**src/rtl/cpu_arb_pkg.sv**
```systemverilog
// cpu_arb_pkg: shared state encoding, master indices and abort data for the CPU bus arbiter
package cpu_arb_pkg;
  typedef enum logic [1:0] {IDLE = 2'd0, GNT_D = 2'd1, GNT_I = 2'd2} arb_state_t;
  localparam logic [31:0] ERR_DATA_DEF = 32'hDEADBEEF;
  localparam logic M_D = 1'b0;
  localparam logic M_I = 1'b1;
endpackage

```
**src/rtl/cpu_arb_watchdog.sv**
```systemverilog
// cpu_arb_watchdog: counts grant cycles without ack and flags the abort cycle
module cpu_arb_watchdog #(
  parameter int TIMEOUT = 1023
) (
  input  logic clk,
  input  logic rst_n,
  input  logic clr,
  input  logic en,
  output logic timeout
);
  localparam int CW = TIMEOUT > 0 ? $clog2(TIMEOUT + 1) : 1;
  localparam logic [CW-1:0] LAST = CW'(TIMEOUT > 0 ? TIMEOUT - 1 : 0);
  logic [CW-1:0] cnt;
  // cycle counter: restarts on every grant change, holds at the abort value
  always_ff @(posedge clk or negedge rst_n)
    if (!rst_n) cnt <= '0;
    else if (clr) cnt <= '0;
    else if (en && cnt != LAST) cnt <= cnt + 1'b1;
  assign timeout = (TIMEOUT > 0) && (cnt == LAST);
endmodule

```
**src/rtl/cpu_bus_arbiter.sv**
```systemverilog
// cpu_bus_arbiter: round-robin sharing of one bus between CPU data and instruction ports
module cpu_bus_arbiter
  import cpu_arb_pkg::*;
#(
  parameter int          AW       = 24,
  parameter int          TIMEOUT  = 1023,
  parameter logic [31:0] ERR_DATA = ERR_DATA_DEF
) (
  input  logic          clk,
  input  logic          rst_n,
  input  logic          dcpu_cs,
  input  logic          dcpu_we,
  input  logic [3:0]    dcpu_sel,
  input  logic [AW-1:0] dcpu_adr,
  input  logic [31:0]   dcpu_dat_w,
  output logic [31:0]   dcpu_dat_r,
  output logic          dcpu_ack,
  input  logic          icpu_cs,
  input  logic          icpu_we,
  input  logic [3:0]    icpu_sel,
  input  logic [AW-1:0] icpu_adr,
  input  logic [31:0]   icpu_dat_w,
  output logic [31:0]   icpu_dat_r,
  output logic          icpu_ack,
  output logic          mem_cs,
  output logic          mem_we,
  output logic [3:0]    mem_sel,
  output logic [AW-1:0] mem_adr,
  output logic [31:0]   mem_dat_w,
  input  logic [31:0]   mem_dat_r,
  input  logic          mem_ack,
  output logic          gnt_d,
  output logic          gnt_i,
  output logic          err,
  output logic [AW-1:0] err_adr,
  input  logic          err_clr
);
  arb_state_t state, state_next;
  logic last, gd, gi, x_cs, oth_cs, wd_to, wd_clr, wd_en, abort, done;
  assign gd = state == GNT_D;
  assign gi = state == GNT_I;
  assign gnt_d = gd;
  assign gnt_i = gi;
  assign x_cs = (gd & dcpu_cs) | (gi & icpu_cs);
  assign oth_cs = gd ? icpu_cs : dcpu_cs;
  assign abort = x_cs & wd_to & ~mem_ack;
  assign done = x_cs & (mem_ack | wd_to);
  assign wd_clr = state_next != state;
  assign wd_en = (gd | gi) & ~mem_ack;
  cpu_arb_watchdog #(.TIMEOUT(TIMEOUT)) u_wd (
    .clk(clk),
    .rst_n(rst_n),
    .clr(wd_clr),
    .en(wd_en),
    .timeout(wd_to)
  );
  // grant state register
  always_ff @(posedge clk or negedge rst_n)
    if (!rst_n) state <= IDLE;
    else state <= state_next;
  // arbitration: ties go to the master not served last; a finished master hands over directly
  always_comb begin
    state_next = state;
    if (!gd && !gi)
      state_next = (dcpu_cs && icpu_cs) ? (last == M_I ? GNT_D : GNT_I) :
                   dcpu_cs ? GNT_D : icpu_cs ? GNT_I : IDLE;
    else if (!x_cs) state_next = IDLE;
    else if (done) state_next = oth_cs ? (gd ? GNT_I : GNT_D) : IDLE;
  end
  // bus mux and return path, all zero while nobody holds the grant
  always_comb begin
    mem_cs = x_cs & ~abort;
    mem_we = (gd & dcpu_we) | (gi & icpu_we);
    mem_sel = gd ? dcpu_sel : gi ? icpu_sel : '0;
    mem_adr = gd ? dcpu_adr : gi ? icpu_adr : '0;
    mem_dat_w = gd ? dcpu_dat_w : gi ? icpu_dat_w : '0;
    dcpu_ack = gd & done;
    icpu_ack = gi & done;
    dcpu_dat_r = gd ? (abort ? ERR_DATA : mem_dat_r) : '0;
    icpu_dat_r = gi ? (abort ? ERR_DATA : mem_dat_r) : '0;
  end
  // round-robin memory: remembers who finished last, D wins the first tie after reset
  always_ff @(posedge clk or negedge rst_n)
    if (!rst_n) last <= M_I;
    else if (done) last <= gi ? M_I : M_D;
  // sticky abort flag; the address latches only for the first abort since the last clear
  always_ff @(posedge clk or negedge rst_n)
    if (!rst_n) begin
      err <= 1'b0;
      err_adr <= '0;
    end else if (abort) begin
      err <= 1'b1;
      if (!err || err_clr) err_adr <= mem_adr;
    end else if (err_clr) begin
      err <= 1'b0;
      err_adr <= '0;
    end
endmodule
```
**config.mk**
```make
export PLATFORM = sky130hd
export DESIGN_NAME = cpu_bus_arbiter
export DESIGN_NICKNAME = d
export VERILOG_FILES = /design/src/rtl/cpu_arb_pkg.sv /design/src/rtl/cpu_arb_watchdog.sv /design/src/rtl/cpu_bus_arbiter.sv
export SDC_FILE = /design/constraint.sdc
export NUM_CORES = 1
export LEC_CHECK = 0
export ABC_AREA = 0
export CAP_MARGIN = 5
export CORE_AREA = 2 2 121 123
export DETAILED_ROUTE_END_ITERATION = 7
export DIE_AREA = 0 0 123 125
export GPL_ROUTABILITY_DRIVEN = 0
export PLACE_DENSITY_LB_ADDON = 0.3
export SYNTH_ARGS = -nofsm -noshare
export SYNTH_HDL_FRONTEND = slang
export SYNTH_HIERARCHICAL = 1
export SYNTH_SLANG_ARGS = --single-unit
```
**constraint.sdc**
```tcl
create_clock -name clk -period 7 [get_ports clk]
set_input_delay 0.7 -clock clk [delete_from_list [all_inputs] [get_ports clk]]
set_output_delay 0.7 -clock clk [all_outputs]
set_load 0.1 [all_outputs]
```
==> impl_metrics.yaml, run 1 <==
routing:
  routed_wirelength_microns: 15200
  routed_via_density: 4.77
  drt_pass1_iterations: 5
  wl_per_cell_microns: 16.2
  vias: 4475
  drt-initial-drc-count: 280
  post-route-drc-count: 0
  ant_nets: 0
sta:
  rsz0062_at_grt: "false"
  slew_violations: 0
  max_freq_mhz: 215
  layout_min_cycle_time_ns: 4.64
  worstMarginPinSlew_ns: 1.11
  fin_crit_sh_pct: 66.3
  slew_headroom_pct: 25.9
  skew_ns: 0.00370
  hold_ws_ns: 0.496
  tns_ns: 0
  setup_viol: 0
  finalHoldViolations: 0
clock_network:
  clk_latency_ns: 0.28
  ctsRootBufferMaster: "clkbuf_16"
  cts_hold_buffers: 0
  clockBufferDepth: 2
  clkSlewWorstSetupHoldPaths_ns: 0.06
  tritoncts: "built"
  cts_buffers: 5
  clock_sinks: 38
  h-tree-depth: 2
  cts_resized: 0
  cts_setup_buffers: 0
logic_synthesis:
  synth_edf_count: 0
  yosysUniqueCellTypes: 56
  synth_most_common_cell: "nand2_1"
  ys.flop_type: "dfrtp_1"
  yosysWarningCount: 6
  syn_nets: 637
  synth_area_leaders: "dfrtp_1, nand2_1, o21a_1"
  synth_top_area_share_pct: 25.8
  synth-seq-area-share_pct: 26.5
  synth-seq-cells: 38
  synthCells: 473
  async_reset_ff_share_pct: 100
  syn_avg_cell_area_sq_um: 7.59
  synth_area_leader_cell: "dfrtp_1"
  synth_common_cells: "nand2_1, o21ai_0, o21a_1"
  netlist_area_sq_mm: 0.00359
pwr:
  cellPowerDensity_mw_per_mm2: 503
  power_uw: 3480
  pwr-share-clk_pct: 6.6
  pwr-share-comb_pct: 86.1
  vdd_drop_max_uv: 382
  seqPwrFrac_pct: 7.3
  leakagePower_uw: 0.00270
  p_sw_share_pct: 70.2
  p_switching_uw: 2440
  power.internal_uw: 1040
critical_path:
  endpoint_kind: "output pin"
  worstPathArrival_ns: 3.94
  crit_fanout: 99
  critPathLaunchType: "flop"
  crit_type: "reg -> out"
  crit_required_ns: 6.30
floorplan:
  start_util_pct: 25.3
  core-area_sq_mm: 0.0142
  io_pins: 315
  die_h_microns: 125
  die_x_microns: 123
  dieArea_sq_mm: 0.0154
  core.rowCount: 44
grt:
  antenna_found_initial: 0
  met1_usage_pct: 23.2
  grt_pass1_wl_microns: 22700
  grt_pass1_vias: 4247
  grt_util_all_layers_pct: 18.5
  use_met3_pct: 4.11
  grt_max_degree: 100
  top_usage_layer: "met2"
  grt-ovfl-total: 0
  gr-usage-met2_pct: 31.9
cells_and_area:
  area_growth_pct: 92.3
  post-route-util_pct: 48.6
  fin_nets: 917
  drive_gt1_share_pct: 6.10
  antenna_cells: 0
worst_hold_path:
  min_path_type: "reg -> reg"
status:
  outcome: "finished, final reports clean"
flow_run:
  cap_violations: 0
place:
  dp_hpwl_microns: 11500
  port_buffers: 314
critical path, stage by stage (launching register included):
cell and delay, ns:
dfrtp_1 0.48, inv_1 0.14, ha_4 0.82, a22o_4 0.24
and2_4 0.51, o21a_1 0.19, clkdlybuf4s50_1 1.17
registers in the layout (all words and copies together), names as in the netlist:
signal and count:
err 1, err_adr 24, last 1, state 2, u_wd/cnt 10
cells by family (layout without fill, tap and decap cells):
| family | after synthesis | in the layout | synth area share (%) |
|---|---|---|---|
| AOI/OAI and AO/OA | 146 | 146 | 26.4 |
| buffers and inverters | 47 | 328 | 7.28 |
| and+or+nand+nor | 212 | 212 | 28.2 |
| DFF | 38 | 38 | 26.5 |
| muxes | 26 | 26 | 10.2 |
| adders and majority gates | 4 | 4 | 1.39 |
power by group through the flow:
stage	sequential (uW)	combinational, uW	clock (uW)
floorplan	251	2310	0
global placement	256	2970	0
detailed placement	257	2990	0
CTS	253	3000	240
global route	257	3090	252
finish	254	2990	230
worst paths after layout:
check | from | endpoint | slack, ns | cells after the start
hold / removal | last | last | 0.50 | 2
hold reg to reg | last | last | 0.50 | 2
setup reg to reg | state[0] | err_adr[16] | 3.90 | 6
max in group asynchronous | rst_n | err | 5.89 | 1
setup / recovery | state[0] | icpu_dat_r[19] | 2.36 | 6
min in group asynchronous | rst_n | state[0] | 0.55 | 1
metal layers:
layer | wire [microns] | part of all wire (%)
met3 | 1230 | 8.1
met2 | 7300 | 48
met4 | 285 | 1.9
met5 | 0 | 0
met1 | 6350 | 42
through the flow:
stage / instance area [sq um] / worst slack (ns) / cells
floorplan: 3590 / 2.06 / 473
global placement: 6750 / 2.78 / 930
detailed placement: 6750 / 2.69 / 930
CTS: 6900 / 2.37 / 938
global route: 6900 / 2.21 / 938
finish: 6900 / 2.36 / 938
final cells by class:
cell class	instances	area (sq um)
Multi-Input combinational cell	388	2400
Timing Repair Buffer	316	3150
Sequential cell	38	952
Clock inverter	2	12.5
Clock buffer	6	139
Fill cell	1368	7300
Inverter	4	15.0
Tap cell	184	230
cells in the final DEF, fill, tap and decap left out, types with 3 or more instances in the layout:
cell type	count
o211ai_1	3
nor2b_1	27
clkbuf_16	5
o21a_1	49
inv_1	4
and2_1	4
and3_1	18
o21ai_0	64
dfrtp_1	37
mux2_2	5
nand2_1	129
nor2_1	10
nor3b_1	3
a21oi_1	4
clkdlybuf4s50_1	313
mux2_4	20
a31oi_1	5
nand3_1	5
(Power assumes the default switching activity.)
==> run 2, diff against run 1 <==
CORE_AREA = 2 2 122 124   (was 2 2 121 123)
DIE_AREA = 0 0 124 126   (was 0 0 123 125)
clock period = 4.2 ns   (was 7 ns; I/O delays follow)
==> impl_metrics.yaml, run 2 (synthesis results as in run 1) <==
clock_network:
  clk_latency_ns: 0.28
  cts_resized: 0
  ctsRootBufferMaster: "clkbuf_16"
  clock_sinks: 38
  cts_hold_buffers: 0
  cts_setup_buffers: 0
  tritoncts: "built"
  h-tree-depth: 2
  clkSlewWorstSetupHoldPaths_ns: 0.06
  clockBufferDepth: 2
  cts_buffers: 5
place:
  port_buffers: 314
  dp_hpwl_microns: 11500
status:
  outcome: "finished, final reports clean"
sta:
  finalHoldViolations: 0
  layout_min_cycle_time_ns: 3.37
  slew_violations: 0
  hold_ws_ns: 0.267
  skew_ns: 0.00540
  rsz0062_at_grt: "false"
  worstMarginPinSlew_ns: 1.01
  slew_headroom_pct: 32.5
  max_freq_mhz: 297
  setup_viol: 0
  tns_ns: 0
  fin_crit_sh_pct: 80.2
cells_and_area:
  antenna_cells: 0
  drive_gt1_share_pct: 23.8
  regMostFlops: "err_adr"
  area_growth_pct: 83.9
  final_common_cell: "clkdlybuf4s50_1"
  largest_reg_flops: 24
  final_cell_mix: "clkdlybuf4s50_1, buf_4, nand2_1"
  top_regs: "err_adr (24), u_wd/cnt (10), state (2)"
  fin_nets: 919
critical_path:
  worstPathArrival_ns: 2.95
  crit_type: "reg -> out"
  cp_slowest_cell: "and2_4"
  endpoint_kind: "output pin"
  rr_worst_depth: 11
  cp_num_cells: 9
  crit_path_cell_trace: "inv_1, ha_1, and3_1, nand3_1, nor2_1, nor2b_1, and2_4, o21a_1, buf_4"
  cp_top_family: "simple AND/OR/NAND/NOR gates"
  crit_buf_inv: 2
  crit_fanout: 49
  slowest_delay_ns: 0.56
  critPathLaunchType: "flop"
  crit_required_ns: 3.78
routing:
  vias: 4466
  drt_pass1_iterations: 4
  drt-initial-drc-count: 218
  routed_via_density: 4.75
  routed_wirelength_microns: 14700
  post-route-drc-count: 0
  wl_per_cell_microns: 15.7
  ant_nets: 0
pwr:
  cellPowerDensity_mw_per_mm2: 863
  p_sw_share_pct: 71.9
  power_uw: 5700
  pwr-share-comb_pct: 85.9
  seqPwrFrac_pct: 7.5
  power.internal_uw: 1600
  p_switching_uw: 4100
  vdd_drop_max_uv: 601
  pwr-share-clk_pct: 6.6
  leakagePower_uw: 0.00296
flow_run:
  cap_violations: 0
floorplan:
  core-area_sq_mm: 0.0143
  io_pins: 315
  dieArea_sq_mm: 0.0156
  start_util_pct: 25.1
  die_x_microns: 124
  core.rowCount: 44
  die_h_microns: 126
grt:
  grt_util_all_layers_pct: 17.9
  grt-ovfl-total: 0
  antenna_found_initial: 0
  grt_pass1_vias: 4373
  grt_pass1_wl_microns: 22200
  grt_max_degree: 93
worst_hold_path:
  min_path_type: "in -> async"
## run 2: changes by cell type in the layout (fill, tap and decap cells not counted), sizes merged
cell	delta
clkdlybuf4s50	-130
buf	+132
## run 2: power by group through the flow
stage	sequential (uW)	combinational (uW)	clock, uW
floorplan	418	3900	0
global placement	428	4880	0
detailed placement	431	4900	0
CTS	425	4910	389
global route	430	5070	408
finish	426	4900	378
## run 2: area by class of cell
class | count | area, sq um
fill | 1404 | 7710
clock inverter | 2 | 12.5
sequential | 38 | 952
inverter | 4 | 15.0
multi-input combinational | 388 | 2410
tap | 184 | 230
timing repair buffer | 318 | 2840
clock buffer | 6 | 139
## run 2: through the flow
stage,cell area [sq um],util [%],std cells,worst slack (ns)
2_1_floorplan,3600,-,473,0.293
3_3_place_gp,6450,45.1,932,1.26
3_5_place_dp,6450,45.1,932,1.16
4_1_cts,6600,46.1,940,0.850
5_1_grt,6600,46.1,940,0.619
6_report,6600,46.1,940,0.830
## run 2: per-layer routing
metal,routed length [microns],up-vias,GRT usage [%]
li1,-,2209,-
met1,5850,2031,21.0
met2,7360,206,31.9
met3,1180,20,4.12
met4,346,0,5.75
met5,0,-,0
## run 2: worst register-to-register path: stages (launching register included)
cell,delay (ns)
dfrtp_1,0.42
inv_1,0.07
ha_1,0.21
and3_1,0.20
nand3_1,0.16
nor2_1,0.10
nor2_1,0.44
or2_2,0.20
o221ai_1,0.10
a211o_1,0.43
or4_1,0.58
o211ai_1,0.10
## run 2: worst paths after layout
kind,from,slack [ns],endpoint
worst max register to register,u_wd/cnt[0],1.10,u_wd/cnt[1]
min in group clk,last,0.53,last
max in group asynchronous,rst_n,3.38,err_adr[6]
worst min-delay path,rst_n,0.27,u_wd/cnt[2]
worst min register to register,last,0.53,last
worst max-delay path,u_wd/cnt[0],0.83,icpu_dat_r[13]
==> run 3, diff against run 2 <==
CORE_AREA = 2 2 123 125   (was 2 2 122 124)
DIE_AREA = 0 0 125 127   (was 0 0 124 126)
clock period = 3.36 ns   (was 4.2 ns; I/O delays follow)
==> impl_metrics.yaml, run 3 (synthesis results as in run 1) <==
sta:
  worstMarginPinSlew_ns: 1.04
  layout_min_cycle_time_ns: 3.19
  setup_slack_ns: 0.172
  rsz0062_at_grt: "false"
  max_freq_mhz: 314
  hold_ws_ns: 0.172
  slew_violations: 0
  tns_ns: 0
  slew_headroom_pct: 30.5
  fin_crit_sh_pct: 94.9
  finalHoldViolations: 0
  skew_ns: 0.0103
  setup_viol: 0
clock_network:
  clockBufferDepth: 2
  ctsRootBufferMaster: "clkbuf_16"
  h-tree-depth: 2
  cts_buffers: 5
  clock_sinks: 38
  cts_setup_buffers: 0
  tritoncts: "built"
  clk_latency_ns: 0.28
  clkSlewWorstSetupHoldPaths_ns: 0.07
flow_run:
  cap_violations: 0
grt:
  met1_usage_pct: 21.6
  antenna_found_initial: 0
  grt_util_all_layers_pct: 20.6
  grt_pass1_wl_microns: 26200
  gr-usage-met2_pct: 38.1
  grt-ovfl-total: 0
  grt_max_degree: 116
  grt_pass1_vias: 4710
  top_usage_layer: "met2"
  use_met3_pct: 8.12
routing:
  routed_via_density: 4.95
  post-route-drc-count: 0
  wl_per_cell_microns: 18.6
  ant_nets: 0
  routed_wirelength_microns: 17500
  vias: 4670
  drt_pass1_iterations: 8
  drt-initial-drc-count: 183
pwr:
  leakagePower_uw: 0.00342
  vdd_drop_max_uv: 696
  cellPowerDensity_mw_per_mm2: 1050
critical_path:
  critPathLaunchType: "flop"
  r2r_end: "u_wd/cnt[1]"
  crit_required_ns: 3.02
  rr_worst_depth: 11
  worstPathArrival_ns: 2.85
  crit_fanout: 25
  timing.rr.start: "u_wd/cnt[0]"
  crit_type: "reg -> out"
  endpoint_kind: "output pin"
  reg2reg_slack_ns: 0.23
floorplan:
  die_x_microns: 125
  die_h_microns: 127
  core-area_sq_mm: 0.0144
  dieArea_sq_mm: 0.0159
  start_util_pct: 24.9
  core.rowCount: 44
  io_pins: 315
place:
  port_buffers: 314
  dp_slack_ns: 0.127
  dp_hpwl_microns: 13800
status:
  outcome: "finished, final reports clean"
cells_and_area:
  top_regs: "err_adr (24), u_wd/cnt (10), state (2)"
  fill_cells: 1236
  drive_gt1_share_pct: 32.5
  fin_nets: 922
  largest_reg_flops: 24
  regMostFlops: "err_adr"
  seqCellArea_sq_um: 952
  area_growth_pct: 128
  final_cell_mix: "clkdlybuf4s50_1, nand2_1, buf_12"
  multi_input_area_sq_mm: 0.00267
  final_common_cell: "clkdlybuf4s50_1"
worst_hold_path:
  min_path_type: "in -> async"
## run 3: critical path: stages, from the launching register on
cell and delay, ns:
dfrtp_1 0.43, inv_1 0.09, ha_1 0.20, and3_1 0.25, nand3_1 0.19, nor2_1 0.27
nor2b_2 0.30, and2_4 0.39, o21a_1 0.24, buf_12 0.19
## run 3: metal layers
metal,routed length [microns],vias up
li1,-,2236
met1,5980,2170
met2,9260,231
met3,1820,33
met4,466,0
met5,0,-
## run 3: how the worst max path moves through the flow
stage                      from             end  cells past startpoint
floorplan              state[1]  dcpu_dat_r[20]                      6
global placement    u_wd/cnt[0]     u_wd/cnt[1]                     11
detailed placement  u_wd/cnt[0]     u_wd/cnt[1]                     11
CTS                 u_wd/cnt[0]     u_wd/cnt[1]                     11
global route        u_wd/cnt[0]  icpu_dat_r[11]                      9
finish              u_wd/cnt[0]  dcpu_dat_r[10]                      9
## run 3: metrics by stage
| step | util [%] | cell area [sq um] | total power [uW] | instances |
|---|---|---|---|---|
| floorplan | - | 3840 | 5600 | 473 |
| global placement | 55.2 | 7960 | 7950 | 934 |
| detailed placement | 55.2 | 7960 | 8010 | 934 |
| CTS | 56.5 | 8150 | 8650 | 942 |
| global route | 56.6 | 8170 | 8870 | 943 |
| finish | 56.7 | 8170 | 8610 | 944 |
## run 3: cell type report
class | count | area share (%)
Antenna cell | 1 | 0.0306
Inverter | 4 | 0.184
Clock buffer | 5 | 1.53
Sequential cell | 38 | 11.7
Timing Repair Buffer | 320 | 50.3
Tap cell | 184 | 2.82
Multi-Input combinational cell | 389 | 32.7
Clock inverter | 3 | 0.842
## run 3: power by group
group	leakage, uW	switching [uW]	internal [uW]	total [uW]
sequential	0.000525	43.5	488	532
combinational	0.00280	5270	2190	7460
clock	0.0000940	195	427	622
## run 3: what timing repair did
item                       in CTS  in global routing
hold endpoints to repair        0                  0
hold buffers                    0                  0
setup endpoints to repair       0                 66
resized for setup               0                  4
